### src/rtl/br_ctrl_pkg.sv
// Shared types for the branch resolution controller: FSM states and the
// predictor-update entry layout.
package br_ctrl_pkg;

    localparam int PC_W_DEFAULT = 32;

    typedef enum logic [1:0] {
        IDLE,
        REDIRECT,
        DRAIN
    } state_e;

    typedef struct packed {
        logic [PC_W_DEFAULT-1:0] pc;
        logic                    taken;
        logic [PC_W_DEFAULT-1:0] target;
    } upd_entry_t;

endpackage

### src/rtl/branch_resolve_ctrl_if.sv
// EX-stage / fetch / predictor signal bundle of the branch resolution controller.
// The slave modport is the controller's view; master is the surrounding pipeline.
interface branch_resolve_ctrl_if
    import br_ctrl_pkg::*;
#(
    parameter int PC_W = PC_W_DEFAULT
);
    logic            ex_valid;
    logic            ex_branch;
    logic [PC_W-1:0] ex_pc;
    logic            ex_taken;
    logic [PC_W-1:0] ex_target;
    logic            ex_pred_hit;
    logic            ex_pred_taken;
    logic [PC_W-1:0] ex_pred_target;
    logic            upd_ready;
    logic            stall_req;
    logic            redirect_valid;
    logic [PC_W-1:0] redirect_pc;
    logic            flush_if_id;
    logic            flush_id_ex;
    logic            upd_valid;
    logic [PC_W-1:0] upd_pc;
    logic            upd_taken;
    logic [PC_W-1:0] upd_target;
    logic            busy;
    logic [31:0]     perf_branches;
    logic [31:0]     perf_mispred;

    modport slave (
        input  ex_valid, ex_branch, ex_pc, ex_taken, ex_target,
               ex_pred_hit, ex_pred_taken, ex_pred_target, upd_ready,
        output stall_req, redirect_valid, redirect_pc, flush_if_id, flush_id_ex,
               upd_valid, upd_pc, upd_taken, upd_target, busy,
               perf_branches, perf_mispred
    );

    modport master (
        output ex_valid, ex_branch, ex_pc, ex_taken, ex_target,
               ex_pred_hit, ex_pred_taken, ex_pred_target, upd_ready,
        input  stall_req, redirect_valid, redirect_pc, flush_if_id, flush_id_ex,
               upd_valid, upd_pc, upd_taken, upd_target, busy,
               perf_branches, perf_mispred
    );
endinterface

### src/rtl/br_upd_fifo.sv
// Synchronous FIFO of predictor-update entries. The head is read from storage
// flops only, so head_o has no combinational path from the inputs.
module br_upd_fifo
    import br_ctrl_pkg::*;
#(
    parameter int  DEPTH   = 4,
    parameter type entry_t = upd_entry_t
) (
    input  logic   clk,
    input  logic   reset,
    input  logic   push_i,
    input  entry_t push_data_i,
    input  logic   pop_i,
    output logic   full_o,
    output logic   empty_o,
    output entry_t head_o
);
    localparam int AW = $clog2(DEPTH);

    logic [AW-1:0] wr_ptr_q;
    logic [AW-1:0] rd_ptr_q;
    logic [AW:0]   count_q;
    entry_t        mem_q [DEPTH];
    logic          do_push;
    logic          do_pop;

    assign full_o  = (count_q == (AW+1)'(DEPTH));
    assign empty_o = (count_q == '0);
    assign do_push = push_i & ~full_o;
    assign do_pop  = pop_i & ~empty_o;

    // NOTE: sequential state uses <= so every flop samples pre-edge values.
    always_ff @(posedge clk) begin
        if (!reset) begin
            wr_ptr_q <= '0;
            rd_ptr_q <= '0;
            count_q  <= '0;
        end else begin
            if (do_push) wr_ptr_q <= wr_ptr_q + AW'(1);
            if (do_pop)  rd_ptr_q <= rd_ptr_q + AW'(1);
            case ({do_push, do_pop})
                2'b10:   count_q <= count_q + (AW+1)'(1);
                2'b01:   count_q <= count_q - (AW+1)'(1);
                default: ;
            endcase
        end
    end

    // NOTE: storage is not reset; the empty gate below keeps stale data off the outputs.
    always_ff @(posedge clk) begin
        if (do_push) mem_q[wr_ptr_q] <= push_data_i;
    end

    assign head_o = empty_o ? '0 : mem_q[rd_ptr_q];

endmodule

### src/rtl/branch_resolve_ctrl.sv
// Branch resolution controller: mispredict detection, PC redirect/flush FSM and
// predictor-update queue. Optional performance counters under BR_PERF_CNT_EN.
module branch_resolve_ctrl
    import br_ctrl_pkg::*;
#(
    parameter int PC_W         = PC_W_DEFAULT,
    parameter int UPD_DEPTH    = 4,
    parameter int DRAIN_CYCLES = 2
) (
    input  logic                 clk,
    input  logic                 reset,
    branch_resolve_ctrl_if.slave bus
);
    localparam int CNT_W = $clog2(DRAIN_CYCLES + 1);

    // Same layout as the package entry, sized by this instance's PC_W.
    typedef struct packed {
        logic [PC_W-1:0] pc;
        logic            taken;
        logic [PC_W-1:0] target;
    } upd_t;

    state_e          state_q, state_d;
    logic [CNT_W-1:0] cnt_q, cnt_d;
    logic [PC_W-1:0] redirect_pc_q, redirect_pc_d;
    logic [PC_W-1:0] pc_plus4, pred_next, act_next;
    logic            resolve, mispredict, take_redirect;
    logic            fifo_full, fifo_empty, push, pop;
    upd_t            push_entry, head;

    // Branches arriving during REDIRECT or DRAIN are wrong-path.
    assign resolve       = bus.ex_valid & bus.ex_branch & (state_q == IDLE);
    assign pc_plus4      = bus.ex_pc + PC_W'(4);
    assign pred_next     = (bus.ex_pred_hit & bus.ex_pred_taken) ? bus.ex_pred_target : pc_plus4;
    assign act_next      = bus.ex_taken ? bus.ex_target : pc_plus4;
    assign mispredict    = resolve & (pred_next != act_next);
    assign push          = resolve & ~fifo_full;
    assign take_redirect = mispredict & ~fifo_full;
    assign pop           = ~fifo_empty & bus.upd_ready;
    assign push_entry    = upd_t'{pc: bus.ex_pc, taken: bus.ex_taken, target: bus.ex_target};

    br_upd_fifo #(
        .DEPTH   (UPD_DEPTH),
        .entry_t (upd_t)
    ) u_fifo (
        .clk         (clk),
        .reset       (reset),
        .push_i      (push),
        .push_data_i (push_entry),
        .pop_i       (pop),
        .full_o      (fifo_full),
        .empty_o     (fifo_empty),
        .head_o      (head)
    );

    // NOTE: every always_comb output gets a default first so no latch is inferred.
    always_comb begin
        state_d       = state_q;
        cnt_d         = cnt_q;
        redirect_pc_d = redirect_pc_q;
        case (state_q)
            IDLE: begin
                if (take_redirect) begin
                    state_d       = REDIRECT;
                    redirect_pc_d = act_next;
                end
            end
            REDIRECT: begin
                state_d = DRAIN;
                cnt_d   = CNT_W'(DRAIN_CYCLES - 1);
            end
            DRAIN: begin
                if (cnt_q == '0) state_d = IDLE;
                else             cnt_d   = cnt_q - CNT_W'(1);
            end
            default: state_d = IDLE;
        endcase
    end

    always_ff @(posedge clk) begin
        if (!reset) begin
            state_q       <= IDLE;
            cnt_q         <= '0;
            redirect_pc_q <= '0;
        end else begin
            state_q       <= state_d;
            cnt_q         <= cnt_d;
            redirect_pc_q <= redirect_pc_d;
        end
    end

    assign bus.stall_req      = resolve & fifo_full;
    assign bus.redirect_valid = (state_q == REDIRECT);
    assign bus.flush_if_id    = (state_q == REDIRECT);
    assign bus.flush_id_ex    = (state_q == REDIRECT);
    assign bus.redirect_pc    = redirect_pc_q;
    assign bus.upd_valid      = ~fifo_empty;
    assign bus.upd_pc         = head.pc;
    assign bus.upd_taken      = head.taken;
    assign bus.upd_target     = head.target;
    assign bus.busy           = (state_q != IDLE) | ~fifo_empty;

`ifdef BR_PERF_CNT_EN
    logic [31:0] perf_branches_q;
    logic [31:0] perf_mispred_q;

    always_ff @(posedge clk) begin
        if (!reset) begin
            perf_branches_q <= '0;
            perf_mispred_q  <= '0;
        end else begin
            if (push)          perf_branches_q <= perf_branches_q + 32'd1;
            if (take_redirect) perf_mispred_q  <= perf_mispred_q + 32'd1;
        end
    end

    assign bus.perf_branches = perf_branches_q;
    assign bus.perf_mispred  = perf_mispred_q;
`else
    assign bus.perf_branches = '0;
    assign bus.perf_mispred  = '0;
`endif

endmodule

### src/flat_wrapper.sv
// flat-port wrapper written by rule: the top's interface ports become plain ports
module branch_resolve_ctrl_flat import br_ctrl_pkg::*;
#(
    parameter int PC_W         = PC_W_DEFAULT,
    parameter int UPD_DEPTH    = 4,
    parameter int DRAIN_CYCLES = 2
)
  (clk, reset, bus_ex_valid, bus_ex_branch, bus_ex_pc, bus_ex_taken, bus_ex_target, bus_ex_pred_hit, bus_ex_pred_taken, bus_ex_pred_target, bus_upd_ready, bus_stall_req, bus_redirect_valid, bus_redirect_pc, bus_flush_if_id, bus_flush_id_ex, bus_upd_valid, bus_upd_pc, bus_upd_taken, bus_upd_target, bus_busy, bus_perf_branches, bus_perf_mispred);
  branch_resolve_ctrl_if #(.PC_W(PC_W)) bus_i ();
  input  logic clk;
  input  logic reset;
  input wire logic [$bits(bus_i.ex_valid)-1:0] bus_ex_valid;
  input wire logic [$bits(bus_i.ex_branch)-1:0] bus_ex_branch;
  input wire logic [$bits(bus_i.ex_pc)-1:0] bus_ex_pc;
  input wire logic [$bits(bus_i.ex_taken)-1:0] bus_ex_taken;
  input wire logic [$bits(bus_i.ex_target)-1:0] bus_ex_target;
  input wire logic [$bits(bus_i.ex_pred_hit)-1:0] bus_ex_pred_hit;
  input wire logic [$bits(bus_i.ex_pred_taken)-1:0] bus_ex_pred_taken;
  input wire logic [$bits(bus_i.ex_pred_target)-1:0] bus_ex_pred_target;
  input wire logic [$bits(bus_i.upd_ready)-1:0] bus_upd_ready;
  output wire logic [$bits(bus_i.stall_req)-1:0] bus_stall_req;
  output wire logic [$bits(bus_i.redirect_valid)-1:0] bus_redirect_valid;
  output wire logic [$bits(bus_i.redirect_pc)-1:0] bus_redirect_pc;
  output wire logic [$bits(bus_i.flush_if_id)-1:0] bus_flush_if_id;
  output wire logic [$bits(bus_i.flush_id_ex)-1:0] bus_flush_id_ex;
  output wire logic [$bits(bus_i.upd_valid)-1:0] bus_upd_valid;
  output wire logic [$bits(bus_i.upd_pc)-1:0] bus_upd_pc;
  output wire logic [$bits(bus_i.upd_taken)-1:0] bus_upd_taken;
  output wire logic [$bits(bus_i.upd_target)-1:0] bus_upd_target;
  output wire logic [$bits(bus_i.busy)-1:0] bus_busy;
  output wire logic [$bits(bus_i.perf_branches)-1:0] bus_perf_branches;
  output wire logic [$bits(bus_i.perf_mispred)-1:0] bus_perf_mispred;
  assign bus_i.ex_valid = bus_ex_valid;
  assign bus_i.ex_branch = bus_ex_branch;
  assign bus_i.ex_pc = bus_ex_pc;
  assign bus_i.ex_taken = bus_ex_taken;
  assign bus_i.ex_target = bus_ex_target;
  assign bus_i.ex_pred_hit = bus_ex_pred_hit;
  assign bus_i.ex_pred_taken = bus_ex_pred_taken;
  assign bus_i.ex_pred_target = bus_ex_pred_target;
  assign bus_i.upd_ready = bus_upd_ready;
  assign bus_stall_req = bus_i.stall_req;
  assign bus_redirect_valid = bus_i.redirect_valid;
  assign bus_redirect_pc = bus_i.redirect_pc;
  assign bus_flush_if_id = bus_i.flush_if_id;
  assign bus_flush_id_ex = bus_i.flush_id_ex;
  assign bus_upd_valid = bus_i.upd_valid;
  assign bus_upd_pc = bus_i.upd_pc;
  assign bus_upd_taken = bus_i.upd_taken;
  assign bus_upd_target = bus_i.upd_target;
  assign bus_busy = bus_i.busy;
  assign bus_perf_branches = bus_i.perf_branches;
  assign bus_perf_mispred = bus_i.perf_mispred;
  branch_resolve_ctrl #(.PC_W(PC_W), .UPD_DEPTH(UPD_DEPTH), .DRAIN_CYCLES(DRAIN_CYCLES)) u_core (.clk(clk), .reset(reset), .bus(bus_i));
endmodule
### config.mk
export PLATFORM = sky130hd
export DESIGN_NAME = branch_resolve_ctrl_flat
export DESIGN_NICKNAME = d
export VERILOG_FILES = /design/src/rtl/br_ctrl_pkg.sv /design/src/rtl/branch_resolve_ctrl_if.sv /design/src/rtl/br_upd_fifo.sv /design/src/rtl/branch_resolve_ctrl.sv /design/src/flat_wrapper.sv
export SDC_FILE = /design/constraint.sdc
export NUM_CORES = 1
export LEC_CHECK = 0
export ABC_AREA = 1
export CORE_MARGIN = 5
export CORE_UTILIZATION = 56
export DETAILED_ROUTE_END_ITERATION = 10
export PLACE_DENSITY_LB_ADDON = 0.3
export SYNTH_ARGS = -nofsm -noshare
export SYNTH_HDL_FRONTEND = slang
export SYNTH_SLANG_ARGS = --single-unit
### constraint.sdc
create_clock -name clk -period 11.4 [get_ports clk]
set_input_delay 2.28 -clock clk [delete_from_list [all_inputs] [get_ports clk]]
set_output_delay 2.28 -clock clk [all_outputs]
set_load 0.05 [all_outputs]
==> flow_summary_export.csv <==
group,metric,value,unit
drt,drt_wl_total,43400,um
timing,min_period,6.38,ns
setup_path,cp-end-kind,"flop",
timing,slew_headroom,31.4,%
cts,clockBufferDepth,3,
cells_and_area,fillers,2095,
cells_and_area,syn_to_final_growth,20.8,%
hold_path,hold_path_class,"flop to flop",
yosys,synth_warnings,0,
setup_path,crit_family,"simple AND/OR/NAND/NOR gates",
global_routing,grt_max_degree,84,
drt,firstDrtPassIters,6,
setup_path,path_cells,"clkdlybuf4s50_1 -> nand2_2 -> buf_4 -> inv_1 -> o21ai_0 -> xor2_1 -> nand2_1 -> nor3_1 -> nand3_1 -> nor2_1 -> nand3_2 -> nand2_2 -> nand2_1 -> nand2_1 -> nor2_1",
cts,clock_latency,0.56,ns
cells_and_area,diodes,0,
yosys,synth-seq-cells,305,
floorplan,core-area,0.0269,sq mm
flow_run,drv_cap,0,
placement,gp_congestion,0.918,
setup_path,crit_path_frequent_cell,"nand2_1",
yosys,synth_top_cell_area_share,51.2,%
placement,io_buffers,206,
setup_path,crit_type,"primary input to flop",
yosys,ys_top_cells_by_area,"edfxtp_1, nand2_1, nor2_1",
cells_and_area,stdcell_area,0.0184,sq mm
yosys,synthFlopType,"edfxtp_1",
global_routing,grt.total_usage,27.6,%
cells_and_area,nets,2038,
setup_path,cp_num_buf_inv,3,
floorplan,die-height,175,um
global_routing,grt_pass1_wl,67200,um
yosys,synth_edf_count,260,
yosys,yosysSeqAreaShare,57.2,%
yosys,postSynthCellCount,1758,
setup_path,cp.arrival,6.84,ns
placement,placed_area,0.0173,sq mm
setup_path,cp_slowest_cell,"nand3_2",
placement,post-place-ws,4.60,ns
timing,drv_slew,0,
cts,hold_buffers,0,
yosys,yosysTopAreaCell,"edfxtp_1",
cts,post_cts_buffers,0,
outcome,status,"finished, final reports clean",
cts,clockRootBuffer,"clkbuf_16",
floorplan,die_area,0.0306,sq mm
drt,drt.antenna.violating_nets,0,
yosys,synthDistinctLibCells,30,
power,cellLeakagePower,0.00722,uW
setup_path,required,11.86,ns
drt,via_per_inst,5.53,
timing,hold_slack,0.468,ns
drt,drc_errors,0,
global_routing,antenna_found_initial,0,
timing,fin_ws,5.02,ns
setup_path,path_max_fanout,64,
yosys,synth-async-reset-ratio,0,%
setup_path,slowest_delay,0.83,ns
timing,setup_viol,0,
cells_and_area,drive_gt1_share,6.31,%
cts,clkSlewWorstSetupHoldPaths,0.07,ns
placement,post-dp-hpwl,29000,um
setup_path,crit_path_start_kind,"primary input",
timing,finalHoldViolations,0,
floorplan,rows,60,
cells_and_area,multi_input_area,0.00566,sq mm
power,power_density,203,mW/mm^2
yosys,syn_area_per_cell,8.67,sq um
yosys,netlist_area,0.0152,sq mm
cts,ctsHtreeMaxLevel,1,
drt,via_count,12671,
cts,clock-sinks,305,
power,ir_worst_vdd,250,uV
floorplan,ios,271,
cells_and_area,final_util,68.5,%
cells_and_area,seq_area,0.00871,sq mm
cts,cts_resized,0,
floorplan,die_w,175,um
drt,routedWlPerCell,19.0,um
timing,rsz0062_at_grt,"false",
timing,fin_skew,0.0176,ns
timing,finalCritPeriodShare,56.0,%
cts,cts_tree,"yes",
global_routing,grt_overflow,0,
floorplan,start_util,56.7,%
yosys,synth.most_common_cell,"nand2_1",
cts,numCtsBuffers,31,
timing,worst_slew_pin_slew,1.03,ns
drt,drt_iter0_drc,1581,
global_routing,grt_pass1_vias,12312,
timing,max_freq,157,MHz
timing,tns,0,ns
yosys,ys_top_cells_by_count,"nand2_1, nor2_1, edfxtp_1",
==> flip-flops by register name, indices dropped and copies added (netlist names), named ones only <==
register	cells
u_core.u_fifo.mem_q	260
u_core.bus.redirect_pc	32
u_core.u_fifo.count_q	3
u_core.cnt_q	2
u_core.state_q	2
u_core.u_fifo.rd_ptr_q	2
u_core.u_fifo.wr_ptr_q	2
==> kinds of logic (layout without fill, tap and decap cells) <==
group | after synthesis | count (layout) | synth area share, %
other | 1 | 64 | 0.0246
adders and majority gates | 8 | 8 | 0.706
xor gates and xnor gates | 11 | 11 | 0.632
and+or+nand+nor | 939 | 939 | 25.3
buffers and inverters | 236 | 365 | 7.54
AOI/OAI and AO/OA | 255 | 255 | 8.41
muxes | 3 | 3 | 0.197
DFF | 305 | 305 | 57.2
==> placed cells by master (no fill, tap or decap) <==
cell and instances:
clkinv_1 5, bufinv_16 8, inv_1 83, clkbuf_16 31, nor2_2 5, clkinvlp_4 2
nand2_2 4, o21bai_1 2, nor2_1 360, clkdlybuf4s50_1 206, fa_1 1, inv_2 2
xor2_1 3, nand2_1 388, buf_4 16, nor2_4 9, nor4_1 1, dfxtp_1 43
edfxtp_1 260, dfxtp_2 1, ha_1 7, clkinv_2 3, dfxtp_4 1, nand3_2 1
nor3_2 1, xnor2_1 8, clkbuf_1 7, nand3b_1 2, conb_1 64, inv_6 2
o21ai_0 152, or2_2 37, nand4_1 8, nand3_1 119, a21oi_1 101, nor3_1 4
mux2i_1 3
==> per-layer routing <==
layer	part of all wire, %	global-route usage (%)
met1	41	38.2
met2	48	46.7
met5	0	0
met4	2.6	7.27
met3	8.4	3.40
==> final cells by class <==
cell class / count / share of cell area [%]
clock inverters: 19 / 1.64
multi-input cells: 1280 / 30.7
repair buffers: 222 / 11.9
flip-flops and latches: 305 / 47.3
inverters: 86 / 1.75
clock buffers: 38 / 4.36
well taps: 341 / 2.32
==> through the flow <==
stage               total power [uW]  cells
finish                          3730   2291
global route                    3870   2291
CTS                             3740   2291
detailed placement              2650   2234
global placement                2640   2234
floorplan                       2210   1821
==> power by group <==
group	total, uW	switching (uW)	internal, uW
Sequential	1290	25.2	1260
Combinational	1350	973	377
Clock	1100	415	680
==> worst reg2reg max path: stages (launching register included) <==
cell and delay [ns]:
dfxtp_1 0.33, inv_1 0.10, nand4_1 0.18, nor2_4 0.11
buf_4 0.46, inv_1 0.39, nor2_4 0.59, buf_4 0.73
==> final timing paths <==
path / to / cells after the start / from / slack (ns)
setup / recovery: u_core.bus.redirect_pc[11]$_SDFFE_PN0P_ / 15 / bus_ex_pred_hit / 5.02
hold / removal: flop / 2 / u_core.u_fifo.rd_ptr_q[1]$_SDFFE_PN0P_ / 0.47
setup reg to reg: u_core.u_fifo.mem_q[0][45]$_DFFE_PP_ / 7 / u_core.state_q[0]$_SDFFE_PN0P_ / 8.09
hold reg to reg: flop / 2 / u_core.u_fifo.rd_ptr_q[1]$_SDFFE_PN0P_ / 0.47
(Power assumes the default switching activity.)
